`config.mk`:
```
export PLATFORM = sky130hd
export DESIGN_NAME = mux4_scan_sampler_flat
export DESIGN_NICKNAME = d
export VERILOG_FILES = /design/src/rtl/mux4_scan_pkg.sv /design/src/rtl/mux4_scan_sampler_if.sv /design/src/rtl/scan_settle_timer.sv /design/src/rtl/mux4_scan_sampler.sv /design/src/flat_wrapper.sv
export SDC_FILE = /design/constraint.sdc
export NUM_CORES = 1
export LEC_CHECK = 0
export CAP_MARGIN = 0
export CORE_ASPECT_RATIO = 1.2
export CORE_UTILIZATION = 45
export CTS_CLUSTER_SIZE = 24
export DETAILED_ROUTE_END_ITERATION = 16
export PLACE_DENSITY = 0.79
export SYNTH_ARGS = -nofsm -noshare
export SYNTH_HDL_FRONTEND = slang
export SYNTH_SLANG_ARGS = --single-unit
```
`constraint.sdc`:
```
create_clock -name CLK -period 2.3 [get_ports CLK]
set_input_delay 0.23 -clock CLK [delete_from_list [all_inputs] [get_ports CLK]]
set_output_delay 0.23 -clock CLK [all_outputs]
set_load 0.03 [all_outputs]
```
`src/rtl/mux4_scan_pkg.sv`:
```
// Shared types and sizing for the 4-way selector scan sampler.
package mux4_scan_pkg;

    localparam int unsigned NUM_CH = 4;
    localparam int unsigned SEL_W  = 2;
    localparam int unsigned CNT_W  = 4;

    typedef enum logic [1:0] {
        IDLE,
        SETTLE,
        CAPTURE,
        DONE
    } state_e;

    typedef logic [NUM_CH-1:0] snap_t;

endpackage

```
`src/rtl/mux4_scan_sampler_if.sv`:
```
// Control, selector and snapshot signals between the scan sampler and its environment.
interface mux4_scan_sampler_if;
    import mux4_scan_pkg::*;

    logic             START;
    logic             ABORT;
    logic             MUX_OUT;
    logic [SEL_W-1:0] SEL;
    snap_t            SAMPLE;
    logic             VALID;
    logic             CHANGED;
    logic             BUSY;

    modport master (
        output START, ABORT, MUX_OUT,
        input  SEL, SAMPLE, VALID, CHANGED, BUSY
    );

    modport slave (
        input  START, ABORT, MUX_OUT,
        output SEL, SAMPLE, VALID, CHANGED, BUSY
    );

endinterface

```
`src/rtl/scan_settle_timer.sv`:
```
// Per-channel settle counter: held at zero while cleared, counts up and saturates at SETTLE_CYCLES.
module scan_settle_timer
    import mux4_scan_pkg::*;
#(
    parameter int unsigned SETTLE_CYCLES = 1
) (
    input  logic CLK,
    input  logic RST,
    input  logic clr_i,
    output logic term_c
);

    logic [CNT_W-1:0] cnt_q, cnt_d;

    assign term_c = (cnt_q == CNT_W'(SETTLE_CYCLES));

    always_comb begin
        cnt_d = cnt_q;
        if (clr_i) begin
            cnt_d = '0;
        end else if (!term_c) begin
            cnt_d = cnt_q + CNT_W'(1);
        end
    end

    always_ff @(posedge CLK) begin
        if (RST) begin
            cnt_q <= '0;
        end else begin
            cnt_q <= cnt_d;
        end
    end

endmodule

```
`src/rtl/mux4_scan_sampler.sv`:
```
// Steps SEL through the four selector channels, samples OUT after a settle window
// and publishes a 4-bit snapshot with VALID and CHANGED pulses.
module mux4_scan_sampler
    import mux4_scan_pkg::*;
#(
    parameter int unsigned SETTLE_CYCLES = 1,
    parameter bit          CONTINUOUS    = 1'b0
) (
    input  logic                CLK,
    input  logic                RST,
    mux4_scan_sampler_if.slave  bus
);

    state_e            state_q, state_d;
    logic [SEL_W-1:0]  ch_q, ch_d;
    logic [NUM_CH-2:0] shadow_q, shadow_d;
    logic [SEL_W-1:0]  sel_q, sel_d;
    snap_t             sample_q, sample_d;
    logic              valid_q, valid_d;
    logic              changed_q, changed_d;
    logic              busy_q, busy_d;
    logic              have_prev_q, have_prev_d;

    logic  term_c;
    logic  go_c;
    snap_t snap_c;

    // Counter sits at zero outside SETTLE, so every channel window starts fresh.
    scan_settle_timer #(
        .SETTLE_CYCLES (SETTLE_CYCLES)
    ) u_timer (
        .CLK    (CLK),
        .RST    (RST),
        .clr_i  (state_q != SETTLE),
        .term_c (term_c)
    );

    assign go_c   = bus.START || CONTINUOUS;
    assign snap_c = {bus.MUX_OUT, shadow_q};

    always_comb begin
        state_d     = state_q;
        ch_d        = ch_q;
        shadow_d    = shadow_q;
        sample_d    = sample_q;
        valid_d     = 1'b0;
        changed_d   = 1'b0;
        have_prev_d = have_prev_q;

        case (state_q)
            IDLE: begin
                if (!bus.ABORT && go_c) begin
                    state_d = SETTLE;
                    ch_d    = '0;
                end
            end
            SETTLE: begin
                if (bus.ABORT) begin
                    state_d = IDLE;
                end else if (term_c) begin
                    state_d = CAPTURE;
                end
            end
            CAPTURE: begin
                if (bus.ABORT) begin
                    state_d = IDLE;
                end else if (ch_q == SEL_W'(NUM_CH - 1)) begin
                    sample_d    = snap_c;
                    valid_d     = 1'b1;
                    changed_d   = have_prev_q && (snap_c != sample_q);
                    have_prev_d = 1'b1;
                    state_d     = DONE;
                end else begin
                    for (int i = 0; i < NUM_CH - 1; i++) begin
                        if (ch_q == SEL_W'(i)) begin
                            shadow_d[i] = bus.MUX_OUT;
                        end
                    end
                    ch_d    = ch_q + SEL_W'(1);
                    state_d = SETTLE;
                end
            end
            DONE: begin
                ch_d = '0;
                if (!bus.ABORT && go_c) begin
                    state_d = SETTLE;
                end else begin
                    state_d = IDLE;
                end
            end
            default: begin
                state_d = IDLE;
            end
        endcase

        // Registered outputs are decoded from the state being entered.
        sel_d  = (state_d == SETTLE || state_d == CAPTURE) ? ch_d : '0;
        busy_d = (state_d != IDLE);
    end

    always_ff @(posedge CLK) begin
        if (RST) begin
            state_q     <= IDLE;
            ch_q        <= '0;
            shadow_q    <= '0;
            sel_q       <= '0;
            sample_q    <= '0;
            valid_q     <= 1'b0;
            changed_q   <= 1'b0;
            busy_q      <= 1'b0;
            have_prev_q <= 1'b0;
        end else begin
            state_q     <= state_d;
            ch_q        <= ch_d;
            shadow_q    <= shadow_d;
            sel_q       <= sel_d;
            sample_q    <= sample_d;
            valid_q     <= valid_d;
            changed_q   <= changed_d;
            busy_q      <= busy_d;
            have_prev_q <= have_prev_d;
        end
    end

    assign bus.SEL     = sel_q;
    assign bus.SAMPLE  = sample_q;
    assign bus.VALID   = valid_q;
    assign bus.CHANGED = changed_q;
    assign bus.BUSY    = busy_q;

endmodule

```
`src/flat_wrapper.sv`:
```
// flat-port wrapper written by rule: the top's interface ports become plain ports
module mux4_scan_sampler_flat import mux4_scan_pkg::*;
#(
    parameter int unsigned SETTLE_CYCLES = 1,
    parameter bit          CONTINUOUS    = 1'b0
)
  (CLK, RST, bus_START, bus_ABORT, bus_MUX_OUT, bus_SEL, bus_SAMPLE, bus_VALID, bus_CHANGED, bus_BUSY);
  mux4_scan_sampler_if bus_i ();
  input  logic CLK;
  input  logic RST;
  input wire logic [$bits(bus_i.START)-1:0] bus_START;
  input wire logic [$bits(bus_i.ABORT)-1:0] bus_ABORT;
  input wire logic [$bits(bus_i.MUX_OUT)-1:0] bus_MUX_OUT;
  output wire logic [$bits(bus_i.SEL)-1:0] bus_SEL;
  output wire logic [$bits(bus_i.SAMPLE)-1:0] bus_SAMPLE;
  output wire logic [$bits(bus_i.VALID)-1:0] bus_VALID;
  output wire logic [$bits(bus_i.CHANGED)-1:0] bus_CHANGED;
  output wire logic [$bits(bus_i.BUSY)-1:0] bus_BUSY;
  assign bus_i.START = bus_START;
  assign bus_i.ABORT = bus_ABORT;
  assign bus_i.MUX_OUT = bus_MUX_OUT;
  assign bus_SEL = bus_i.SEL;
  assign bus_SAMPLE = bus_i.SAMPLE;
  assign bus_VALID = bus_i.VALID;
  assign bus_CHANGED = bus_i.CHANGED;
  assign bus_BUSY = bus_i.BUSY;
  mux4_scan_sampler #(.SETTLE_CYCLES(SETTLE_CYCLES), .CONTINUOUS(CONTINUOUS)) u_core (.CLK(CLK), .RST(RST), .bus(bus_i));
endmodule
```
Yosys cells after proc, flatten, opt, wreduce, memory -nomap -nowiden
Index checks and enable logic that the tools add are counted.

cells by class
  divide/modulo/power cells = 0
  order comparisons = 0
  $add $sub $neg = 2
  multipliers = 0
  equal/unequal tests = 11
  shifts and indexed selects = 0
  bitwise logic cells = 4
  multiplexer cells = 12
  reduce and logical (&&, ||, !) cells = 15

operator list
  operator             count
  $mux 2               8
  $reduce_and 4->1     3
  $eq 2x2->1 const B   5
  $pmux 2 s4           1
  $eq 2x1->1 const B   3
  $pmux 2 s3           1
  $add 4x1->4 const B  1
  $eq 4x1->1 const B   1
  $logic_not 2->1      2
  $ne 4x4->1           1
  $not 1->1            4
  $reduce_or 2->1      2
  $reduce_or 4->1      1
  $reduce_and 3->1     1
  $reduce_or 3->1      1
  $add 2x1->2 const B  1
  $logic_and 1x1->1    2
  $mux 1               2
  $ne 2x1->1 const B   1
  $reduce_bool 2->1    1
  $logic_not 1->1      1
  $logic_or 1x1->1     1

storage, ports and cells
  word-level logic and storage cells = 56
  latch bits = 0
  input port bits = 5
  bits in read-only memories = 0
  bits in registers = 21
  memories = 0
  RAM bits = 0
  output and inout bits = 9

Logic depth before layout (Yosys ltp)
  depth in word-level cells = 8
  gate-level depth with buffers = 8
  gate-level depth less buffers = 8

Modules after synthesis
A second synthesis with hierarchy kept.

second synthesis, totals
  cells, all modules = 101
  area, all modules = 994.7 um^2

by module, submodules not included
  module             area an instance (um^2)  seq. area each (um^2)  instances  cells an instance
  mux4_scan_sampler  775.7                    340.3                  1          81
  scan_settle_timer  219.0                    80.1                   1          20

Worst setup path before layout
OpenSTA, ideal clock, no wires.

  kind = register to register
  start point = reg u_core.u_timer.cnt_q[1]
  end point = reg u_core.sel_q[1] (netlist: u_core.bus.SEL[1])
  required time = 2.186 ns
  library setup time = 0.114 ns
  setup slack = 0.388 ns
  path buffers = 0
  clock period less this slack = 1.912 ns
  arrival time = 1.797 ns
  stages on the path, launching flop included = 9
  cell sequence = dfxtp_1 > inv_1 > ha_1 > or3b_4 > mux2i_1 > a211o_1 > ha_1 > nand2b_1 > a2111oi_0

on the way
  cells in the longest elaborated chain, start to end = 8
  elaborated cells between the ends (all ways) = 9
  those cells by class = 3 x eq/ne; 3 x mux; 1 x bitwise; 2 x reduce/logical

ends and longest elaborated chain
  what                                             RTL line                  source
  from (decl)                                      scan_settle_timer.sv:13   logic [CNT_W-1:0] cnt_q, cnt_d;
  from (signal assigned)                           scan_settle_timer.sv:30   cnt_q <= cnt_d;
  $eq 4x1->1 (*)                                   scan_settle_timer.sv:15   assign term_c = (cnt_q == CNT_W'(SETTLE_CYCLES));
  $mux 2 (*)                                       mux4_scan_sampler.sv:60   end else if (term_c) begin
  $mux 2 (*)                                       mux4_scan_sampler.sv:58   if (bus.ABORT) begin
  $pmux 2 s4 (*)                                   mux4_scan_sampler.sv:50   case (state_q)
  $eq 2x1->1 / $eq 2x2->1 (equally long branches)  mux4_scan_sampler.sv:97   sel_d = (state_d == SETTLE || state_d == CAPTURE) ? ch_d : '0;
  $logic_or 1x1->1 (*)                             mux4_scan_sampler.sv:97
  $not 1->1 (no source line) (*)                   -
  $reduce_or 2->1 (no source line) (*)             -
  to (signal assigned)                             mux4_scan_sampler.sv:116  sel_q <= sel_d;
  to (decl)                                        mux4_scan_sampler.sv:17   logic [SEL_W-1:0] sel_q, sel_d;

Every way passes the cells marked *; elsewhere a longest branch is shown, timed or not.
A chain may end at the register's enable or synchronous reset.

Worst setup path in the final report
Same ends and word-level chain as after synthesis.

==> summary.md <==
| Metric | Value |
|---|---|
| Non-filler cells, final | 138 |
| CTS Buffer Depth | 2 |
| Hold Path Sink | u_core.bus.CHANGED |
| Area growth, synth to finish | 17.25% |
| Via count | 694 |
| Max VDD drop | 0.3661 mV |
| R2R Path End | u_core.bus.SEL[1] |
| FF-to-FF path depth | 8 |
| Syn Area/Cell | 10.23 µm² |
| Final setup margin | 165.5 ps |
| Synth Instances | 95 |
| Yosys cell types | 28 |
| CTS hold repair buffers | 0 |
| Setup Buffers After CTS | 0 |
| Place WS | 200.0 ps |
| All-Layer GR Usage | 15.73% |
| Worst R2R Setup Slack | 170 ps |
| Die X | 44.43 µm |
| N_diodes | 0 |
| Crit share post-route | 92.80% |
| CTS tree | done |
| Core outline area | 2049 µm² |
| Post-synthesis cell area | 972.2 µm² |
| CP Class | flop to flop |
| Cell taking the most area after synthesis | dfxtp_1 |
| RSZ-0062 raised after global routing | false |
| Outcome | completed |
| Worst Tran Pin Value | 354.9 ps |
| DR WL/cell | 11.69 µm |
| I/O pin count | 14 |
| Worst skew pair latency | 290 ps |
| Die Height | 52.92 µm |
| Initial DRC Count | 5 |
| Total grt overflow | 0 |
| Synth top cells by count | dfxtp_1, nand2b_1, mux2i_1 |
| Count leader, synth | dfxtp_1 |
| CP Max Fanout | 4 |
| Required @ worst endpoint | 2480 ps |
| Crit. End Element | flop |
| Vias in the first global route | 668 |
| Full die area | 2351 µm² |
| H-tree depth | 1 |
| Synth top area share | 43.24% |
| Setup crit start kind | flop |
| Row cnt | 18 |
| Final HPWL DP | 1231 µm |
| Async S/R FF share, synth | 0% |
| Max_cap viols | 0 |
| Hold_sp | u_core.have_prev_q |
| Antenna Nets Post-Route | 0 |
| WHS | 463.7 ps |
| Initial antenna violation count | 0 |
| Tmin final | 2135 ps |
| Largest net degree at the start of global routing | 14 |
| Seq cells post-synth | 21 |
| Root Driver | clkbuf_4 |
| # setup viols final | 0 |
| Leakage Power | 0.0004060 µW |
| Main flop type after synthesis | dfxtp_1 |
| Share of layout cells above drive strength 1 | 9.259% |
| First-pass GRT wire length | 2663 µm |
| Number of flops mapped to enable cells by yosys | 0 |
| Slew Viols, Final | 0 |
| Reg2reg start | u_core.u_timer.cnt_q[1] |
| CTS sink cnt | 21 |
| Yosys warns | 0 |
| Slew headroom | 75.73% |
| CTS Buf Count | 3 |
| Total routed wirelength | 1613 µm |
| F_max | 0.4685 GHz |
| Worst Skew | 4.259 ps |
| Sequential element share of the synthesized area | 43.24% |
| Hold depth | 2 |
| Worst-path clk slew | 110 ps |
| RePlAce Congestion | 0.7325 |
| Resize count post-CTS | 0 |
| Final hold violations | 0 |
| Placed Cells | 134 |
| IO Port Bufs | 13 |
| Initial Util | 47.44% |
| Largest cells by area after synthesis | dfxtp_1, mux2i_1, nand2b_1 |
| DR DRC count | 0 |
| Critical path arrival | 2310 ps |
| Setup TNS | 0 ps |
| Pwr/cell area | 507.9 nW/µm² |
| Total iterations of the first detailed-routing run | 4 |
| Hold crit path type | flop to flop |
| Via density | 5.029 |
| Post-Syn Nets | 103 |
| Layout net count | 117 |
critical path: stages (launching register included):
cell and delay (ps):
dfxtp_1 390, inv_1 70, ha_1 190, or3b_4 260, mux2i_1 80, a211o_1 320
ha_1 270, nand2b_1 70, a2111oi_0 380
cells in the final DEF, fill, tap and decap left out, drive strengths merged:
cell           netlist  final
a211oi               1      1
nand2                1      1
nor3b                3      3
a21oi                4      4
nand2b              11     11
xnor2                2      2
nor2                 7      7
dfxtp               21     21
nor4b                1      1
mux2i                8      8
inv                  3      3
a2111oi              3      3
nand3                1      1
clkdlybuf4s50        0     13
a22oi                1      1
clkbuf               1      4
or3b                 3      3
buf                  5      2
a211o                1      1
and4bb               1      1
nor3                 2      2
ha                   3      3
xor2                 5      5
nor4                 5      5
and2                 1      1
o21a                 1      1
through the flow:
stage	util (%)	total power (µW)	cell area [µm²]
floorplan	-	402.4	972.2
CTS	55.62	594.0	1140
global route	55.62	604.7	1140
global placement	54.33	417.1	1114
detailed placement	54.33	418.1	1114
finish	55.62	579.0	1140
cell type report:
type | count | area (µm²)
Clock buffer | 4 | 26.28
Fill cell | 204 | 909.6
Inverter | 3 | 11.26
Multi-Input combinational cell | 65 | 499.2
Sequential cell | 21 | 420.4
Tap cell | 30 | 37.54
Timing Repair Buffer | 15 | 145.1
report_power, final:
part           total (µW)  internal, µW  switching, µW  leakage [µW]
clock                 169          67.4            102     0.0000150
sequential            369           366           3.39      0.000170
combinational        40.4          21.1           19.3      0.000222
total                 579           455            124      0.000406
worst max path at each step:
stage,from,end,slack [ps],depth (start not counted)
detailed placement,u_core.u_timer.cnt_q[1],u_core.bus.SEL[1],200,8
global route,u_core.u_timer.cnt_q[1],u_core.bus.SEL[1],40,8
floorplan,u_core.u_timer.cnt_q[1],u_core.bus.SEL[1],390,8
finish,u_core.u_timer.cnt_q[1],u_core.bus.SEL[1],170,8
CTS,u_core.u_timer.cnt_q[1],u_core.bus.SEL[1],130,8
global placement,u_core.u_timer.cnt_q[1],u_core.bus.SEL[1],320,8
layer usage:
| metal | up-vias | share of wire [%] | wire (µm) | GRT usage (%) |
|---|---|---|---|---|
| li1 | 360 | - | - | - |
| met1 | 320 | 46 | 735 | 16.77 |
| met2 | 12 | 51 | 817 | 28.92 |
| met3 | 2 | 3.0 | 48 | 2.048 |
| met4 | 0 | 0.74 | 12 | 9.091 |
| met5 | - | 0 | 0 | 0 |
cell families (layout without fill, tap and decap cells):
group	after synthesis	count (layout)	synth area share, %
simple gates	36	36	24.32
xor+xnor	7	7	6.306
flops	21	21	43.24
buf+inv	9	22	5.404
fa+ha+maj	3	3	3.861
mux	8	8	8.237
compound gates	11	11	8.624
state kept, by name (all words and copies together), names as in the netlist:
signal / cells
u_core.u_timer.cnt_q: 4
u_core.bus.BUSY: 1
u_core.bus.CHANGED: 1
u_core.bus.SAMPLE: 4
u_core.ch_q: 2
u_core.have_prev_q: 1
u_core.bus.VALID: 1
u_core.state_q: 2
u_core.bus.SEL: 2
u_core.shadow_q: 3
(Power assumes the default switching activity.)
